===== src/rtl/instr_loader.sv =====
// Boot-time loader: length-prefixed byte stream -> byte-wide instruction memory writes.
// Optional trailing XOR checksum byte when CHECKSUM_EN is defined.
module instr_loader #(
  parameter int ADDRESS_WIDTH = 8,
  parameter int LEN_WIDTH     = 16
) (
  input  logic                     clk_i,
  input  logic                     rst_i,
  input  logic                     start_i,
  input  logic [7:0]               rx_data_i,
  input  logic                     rx_valid_i,
  output logic                     rx_ready_o,
  output logic                     mem_we_o,
  output logic [ADDRESS_WIDTH-1:0] mem_addr_o,
  output logic [7:0]               mem_wdata_o,
  output logic                     busy_o,
  output logic                     done_o,
  output logic                     err_o,
  output logic                     cpu_rst_o
);

  localparam int unsigned CAPACITY = 32'd1 << ADDRESS_WIDTH;

  typedef enum logic [2:0] {
    IDLE,
    LEN_LO,
    LEN_HI,
    DATA,
`ifdef CHECKSUM_EN
    CHECK,
`endif
    DONE
  } state_t;

  state_t                 state_q, state_d;
  logic [7:0]             len_lo_q;
  logic [LEN_WIDTH-1:0]   len_q;
  logic [LEN_WIDTH-1:0]   len_full;
  logic [ADDRESS_WIDTH:0] count_q;
  logic                   last_byte;
  logic                   len_zero;
  logic                   len_over;
`ifdef CHECKSUM_EN
  logic [7:0]             acc_q;
`endif

  assign len_full  = {rx_data_i, len_lo_q};
  assign len_zero  = (len_full == '0);
  assign len_over  = (32'(len_full) > CAPACITY);
  assign last_byte = ((32'(count_q) + 32'd1) == 32'(len_q));

  // The core is released only once DONE has been visible for a cycle with done set,
  // so the final payload write always lands before reset drops.
  assign cpu_rst_o = !((state_q == DONE) && done_o && !err_o);

  always_ff @(posedge clk_i) begin
    if (rst_i) state_q <= IDLE;
    else       state_q <= state_d;
  end

  always_comb begin
    state_d    = state_q;
    rx_ready_o = 1'b0;
    busy_o     = 1'b0;
    case (state_q)
      IDLE, DONE: begin
        if (start_i) state_d = LEN_LO;
      end
      LEN_LO: begin
        rx_ready_o = 1'b1;
        busy_o     = 1'b1;
        if (rx_valid_i) state_d = LEN_HI;
      end
      LEN_HI: begin
        rx_ready_o = 1'b1;
        busy_o     = 1'b1;
        if (rx_valid_i) begin
          if (len_zero) begin
`ifdef CHECKSUM_EN
            state_d = CHECK;
`else
            state_d = DONE;
`endif
          end else if (len_over) begin
            state_d = DONE;
          end else begin
            state_d = DATA;
          end
        end
      end
      DATA: begin
        rx_ready_o = 1'b1;
        busy_o     = 1'b1;
        if (rx_valid_i && last_byte) begin
`ifdef CHECKSUM_EN
          state_d = CHECK;
`else
          state_d = DONE;
`endif
        end
      end
`ifdef CHECKSUM_EN
      CHECK: begin
        rx_ready_o = 1'b1;
        busy_o     = 1'b1;
        if (rx_valid_i) state_d = DONE;
      end
`endif
      default: state_d = IDLE;
    endcase
  end

  always_ff @(posedge clk_i) begin
    if (rst_i) begin
      len_lo_q    <= '0;
      len_q       <= '0;
      count_q     <= '0;
      mem_we_o    <= 1'b0;
      mem_addr_o  <= '0;
      mem_wdata_o <= '0;
      done_o      <= 1'b0;
      err_o       <= 1'b0;
`ifdef CHECKSUM_EN
      acc_q       <= '0;
`endif
    end else begin
      mem_we_o <= 1'b0;
      case (state_q)
        IDLE: begin
          if (start_i) begin
            done_o  <= 1'b0;
            err_o   <= 1'b0;
            count_q <= '0;
`ifdef CHECKSUM_EN
            acc_q   <= '0;
`endif
          end
        end
        DONE: begin
          if (start_i) begin
            done_o  <= 1'b0;
            err_o   <= 1'b0;
            count_q <= '0;
`ifdef CHECKSUM_EN
            acc_q   <= '0;
`endif
          end else begin
            // Arriving from DATA, done is raised one cycle after entering DONE.
            done_o <= 1'b1;
          end
        end
        LEN_LO: begin
          if (rx_valid_i) len_lo_q <= rx_data_i;
        end
        LEN_HI: begin
          if (rx_valid_i) begin
            len_q <= len_full;
            if (len_zero) begin
`ifndef CHECKSUM_EN
              done_o <= 1'b1;
`endif
            end else if (len_over) begin
              done_o <= 1'b1;
              err_o  <= 1'b1;
            end
          end
        end
        DATA: begin
          if (rx_valid_i) begin
            mem_we_o    <= 1'b1;
            mem_addr_o  <= count_q[ADDRESS_WIDTH-1:0];
            mem_wdata_o <= rx_data_i;
            count_q     <= count_q + 1'b1;
`ifdef CHECKSUM_EN
            acc_q       <= acc_q ^ rx_data_i;
`endif
          end
        end
`ifdef CHECKSUM_EN
        CHECK: begin
          if (rx_valid_i) begin
            done_o <= 1'b1;
            err_o  <= (rx_data_i != acc_q);
          end
        end
`endif
        default: ;
      endcase
    end
  end

endmodule


===== config.mk =====
export PLATFORM = sky130hd
export DESIGN_NAME = instr_loader
export DESIGN_NICKNAME = d
export VERILOG_FILES = /design/src/rtl/instr_loader.sv
export SDC_FILE = /design/constraint.sdc
export NUM_CORES = 1
export LEC_CHECK = 0
export CAP_MARGIN = 20
export CORE_ASPECT_RATIO = 1.1
export CORE_MARGIN = 10
export CORE_UTILIZATION = 55
export CTS_BUF_LIST = sky130_fd_sc_hd__clkbuf_16
export DETAILED_ROUTE_END_ITERATION = 12
export PLACE_DENSITY = 0.8
export REMOVE_ABC_BUFFERS = 1
export SYNTH_ARGS = -nofsm -noshare
export SYNTH_HDL_FRONTEND = slang
export SYNTH_SLANG_ARGS = --single-unit

===== constraint.sdc =====
create_clock -name clk_i -period 3.1 [get_ports clk_i]
set_clock_uncertainty 0.15 [all_clocks]
set_input_delay 0.62 -clock clk_i [delete_from_list [all_inputs] [get_ports clk_i]]
set_output_delay 0.62 -clock clk_i [all_outputs]
set_load 0.01 [all_outputs]

* Word level (Yosys, flattened, before mapping)
Index checks and enable logic that the tools add are counted. W data, S select, Z words.
Storage, ports and cells: bits in registers 55, input port bits 12, output and inout bits 22, word-level logic and storage cells 68
Operators by class: add/sub/neg operators 2, order comparisons 1, equality and inequality tests 14, mux-type cells 21, bitwise gates (word level) 1, reduce and logical (&&, ||, !) cells 20
Operators with widths (count):
- $mux W3 | 6
- $mux W9 | 2
- $pmux W9 S2 | 1
- $eq A10 B16 Y1 | 1
- $gt A16 B9 Y1 const B | 1
- $logic_not A16 Y1 | 1
- $ne A2 B2 Y1 const B | 7
- $pmux W3 S4 | 1
- $add A9 B1 Y10 const B | 1
- $add A9 B1 Y9 const B | 1
- $mux W1 | 9
- $reduce_and A4 Y1 | 2
- $eq A3 B2 Y1 const B | 2
- $reduce_and A2 Y1 | 3
- $reduce_and A5 Y1 | 1
- $reduce_bool A2 Y1 | 2
- $reduce_or A2 Y1 | 2
- $eq A3 B1 Y1 const B | 1
- $eq A3 B3 Y1 const B | 1
- $logic_and A1 B1 Y1 | 3
- $logic_not A3 Y1 | 1
- $ne A3 B3 Y1 const B | 1
- $pmux W1 S3 | 1
- $reduce_and A3 Y1 | 1
- other kinds (6) | 7

* Longest topological paths before layout
depth after elaboration 5, gate-level depth with buffers 8, gate-level depth less buffers 7

* Worst setup path after synthesis
Ideal clock, no wire load.
path kind input port to flip-flop, start point input port rx_valid_i, end point register len_lo_q[0], library setup time 0.128 ns, arrival 1.782 ns, required time 2.822 ns, setup slack 1.040 ns, stages on the path 5, buffers on the path 1, path through clkbuf_1 -> nand2_1 -> nor3_2 -> mux2i_1 -> nor2_1
Between the ends: longest elaborated chain between the ends 1
RTL lines:
- from (decl) | RTL line 11 | input logic rx_valid_i,
- $reduce_and A2 Y1 (no source line)
- to (signal assigned) | RTL line 153 | if (rx_valid_i) len_lo_q <= rx_data_i;
- to (decl) | RTL line 36 | logic [7:0] len_lo_q;
No other way between the ends. A chain may end at the register's enable or synchronous reset.

* Worst setup path after layout
start point input port rx_valid_i, end point register state_q[2]
Between the ends: longest elaborated chain between the ends 3, elaborated cells between the ends (all ways) 5, those cells by class eq/ne: 3; reduce/logical: 2
RTL lines:
- $logic_and A1 B1 Y1 | RTL line 94 | if (rx_valid_i && last_byte) begin
- $ne A2 B2 Y1 (no source line)
- $reduce_and A4 Y1 (no source line) *
- to (signal assigned) | RTL line 58 | else state_q <= state_d;
- to (decl) | RTL line 35 | state_t state_q, state_d;
Every way passes the cells marked *; elsewhere a longest branch is shown, timed or not.

==> metrics.cfg <==
[status]
outcome=finished, final reports clean

[detailed_routing]
wl_met2_um=2960
post_drt_wl_per_cell_um=14.8
drt_first_iter_violations=155
top_signal_layer_used=met4
routed_via_density=5.73
drcViolationCount=0
routed-wl-met3_um=421
postRouteWirelength_um=5940
drtPass1Iterations=4
routed_met1_length_um=2480
num_vias=2299
antenna_left=0

[clock_network]
total_setup_buffers_inserted_after_cts=0
clock-sinks=55
cts_hold_repair.buffers=0
clock_insertion_delay_worst_skew_ps=290
cts_tree=yes
clk_path_buf_depth=2
post_cts_resize_count=0
worst_setup_hold_path_clk_slew_ps=70
h-tree-depth=2
cts-root-buf=sky130_fd_sc_hd__clkbuf_16
numCtsBuffers=5

[sta]
hold_ws_ps=303
fin_crit_ps=2450
fin_setup_tns_ps=0
timing.final.crit_share=0.791
final-setup-viol-count=0
report.final.slew_viol_count=0
final-hold-violation-count=0
fmax_ghz=0.408
grt_setup_unrepaired=no
relSlewSlack=0.522
tightest_slew_ps=717

[power]
leakage_nw=1.02
irDropWorstVdd_mv=0.329
post-layout-total-power_mw=1.50
power-per-cell-area_nw_per_um2=495

[floorplan]
placement_rows=25
die-height_um=91.0
initial_core_util=0.576
dieArea_um2=7700
design.core.area_um2=4380
io-pin-count=34
die-width_um=84.6

[worst_setup_path]
reg2reg_from=count_q[0]
rrSetupSlack_ps=660
crit_path_max_fo=8
reg2reg_depth=7
worstPathRequired_ps=3180
critPathArrivalTime_ps=2540
worst-setup-path-type=in2reg
worstSetupEndpointType=flop
timing.critical_path.from_type=input port
worst_r2r_endpoint=state_q[2]

[min_path]
min_delay_worst_endpoint=mem_wdata_o[3]
hold_path.class=reg2reg
worstHoldPathCells=2
timing.hold.worst.start=mem_wdata_o[3]

[finish]
layout.cells.most_common=sky130_fd_sc_hd__nand2_1
layout-area-overhead-vs-synth_pct=20.2
postLayoutCellArea_um2=3030
layout.area.seq_um2=1100
mostFrequentLayoutCells=sky130_fd_sc_hd__nand2_1, sky130_fd_sc_hd__dfxtp_1, sky130_fd_sc_hd__a21oi_1, sky130_fd_sc_hd__clkdlybuf4s50_1, sky130_fd_sc_hd__nor2_1
post_route_cells_drive_above_1_share=0.0634
n_antenna_cell=0
area_of_combinational_cells_with_multiple_inputs_um2=1310
nets=359
fill_cell_count=360
final_core_utilization=0.692

[global_routing]
grt_max_degree=38
global_route_wire_length_before_repair_um=10400
gr-total-overflow=0
grt_pass1_vias=2277
antenna_found_initial=0
grtUsageTotal=0.156

[placed_design]
placedInstanceArea_um2=2860
post-dp-hpwl_um=4080
finalWeightedCongestion=0.840
port_buffers=33

[yosys]
post_synth.cell_area_avg_um2=7.83
post_synth_instance_area_um2=2520
yosys_warnings=0
postSynthRegisterBits=55
count_of_mapped_cells_out_of_synthesis=322
seq_area_frac_synth=0.437
synth_cell_type_count=50

[job]
max-cap-violations=0

-- cell usage after synthesis (all sizes together) --
cell	instances	area share
o21ai	9	0.018
a21o	1	0.0030
nor4	3	0.0074
xor2	3	0.010
nand4	3	0.0074
or4b	1	0.0040
nor3b	1	0.0030
inv	3	0.0045
and2	2	0.0050
a211o	1	0.0035
a21oi	47	0.095
dfxtp	55	0.44
o211ai	4	0.012
a32o	1	0.0040
ha	1	0.0050
nor4b	1	0.0060
nor2	29	0.043
xnor2	8	0.028
or3	2	0.0050
and3	2	0.0050
o22ai	3	0.0074
or4	2	0.0074
and2b	1	0.0030
o21a	2	0.0060
o31a	1	0.0035
nand3b	2	0.0060
o31ai	2	0.0079
or2	1	0.0025
o311ai	1	0.0035
nor2b	2	0.0050
a21boi	1	0.0030
buf	9	0.018
nand2	73	0.11
clkbuf	13	0.019
a31oi	2	0.0050
o2bb2ai	1	0.0035
a22oi	1	0.0030
nand3	8	0.018
mux2i	8	0.032
nand4b	1	0.0035
nand2b	2	0.0050
o311a	2	0.0079
nor3	7	0.016
-- worst max-delay path: stages --
cell,delay [ps]
sky130_fd_sc_hd__clkdlybuf4s50_1,660
sky130_fd_sc_hd__nand3_1,140
sky130_fd_sc_hd__nor4_1,280
sky130_fd_sc_hd__o211ai_1,160
sky130_fd_sc_hd__nor4b_2,480
sky130_fd_sc_hd__o311a_1,200
-- per-layer routing --
metal / global-route usage / vias up
met1: 0.180 / 1062
met5: 0 / -
met2: 0.262 / 70
li1: - / 1154
met3: 0.0483 / 13
met4: 0.0618 / 0
-- logic make-up after synthesis --
kind of cell,synth area share
xor+xnor,0.0382
simple gates,0.261
buf+inv,0.0422
flops,0.437
compound gates,0.186
fa+ha+maj,0.00496
mux,0.0318
-- registers in the layout, summed over array words and instances, names as in the netlist --
register and cells:
count_q 9, done_o 1, state_q 3, len_lo_q 8
mem_we_o 1, err_o 1, mem_wdata_o 8, len_q 16
mem_addr_o 8
-- how the worst max path moves through the flow --
stage                from         end  slack (ps)  depth (start not counted)
4_1_cts        rx_valid_i  state_q[2]         670                          6
3_3_place_gp   rx_valid_i  state_q[2]         400                          6
3_5_place_dp   rx_valid_i  state_q[0]         360                          6
2_1_floorplan  rx_valid_i  count_q[8]         810                          6
6_report       rx_valid_i  state_q[2]         650                          6
5_1_grt        count_q[0]  state_q[2]         500                          7
-- area by class of cell --
cell class	count	share of cell area
inverters	3	0.00371
repair buffers	39	0.122
clock inverters	3	0.0140
clock buffers	5	0.0413
multi-input cells	242	0.433
flip-flops and latches	55	0.363
well taps	54	0.0223
-- through the flow --
step	setup WS [ps]	instances
6_report	647	401
5_1_grt	501	401
2_1_floorplan	815	300
4_1_cts	666	401
3_3_place_gp	403	393
3_5_place_dp	357	393
-- power breakdown --
group          switching (mW)  internal [mW]
registers              0.0152          0.720
clock network           0.251          0.381
logic                  0.0741         0.0585
Note: power is estimated with default switching activity, not from simulation.
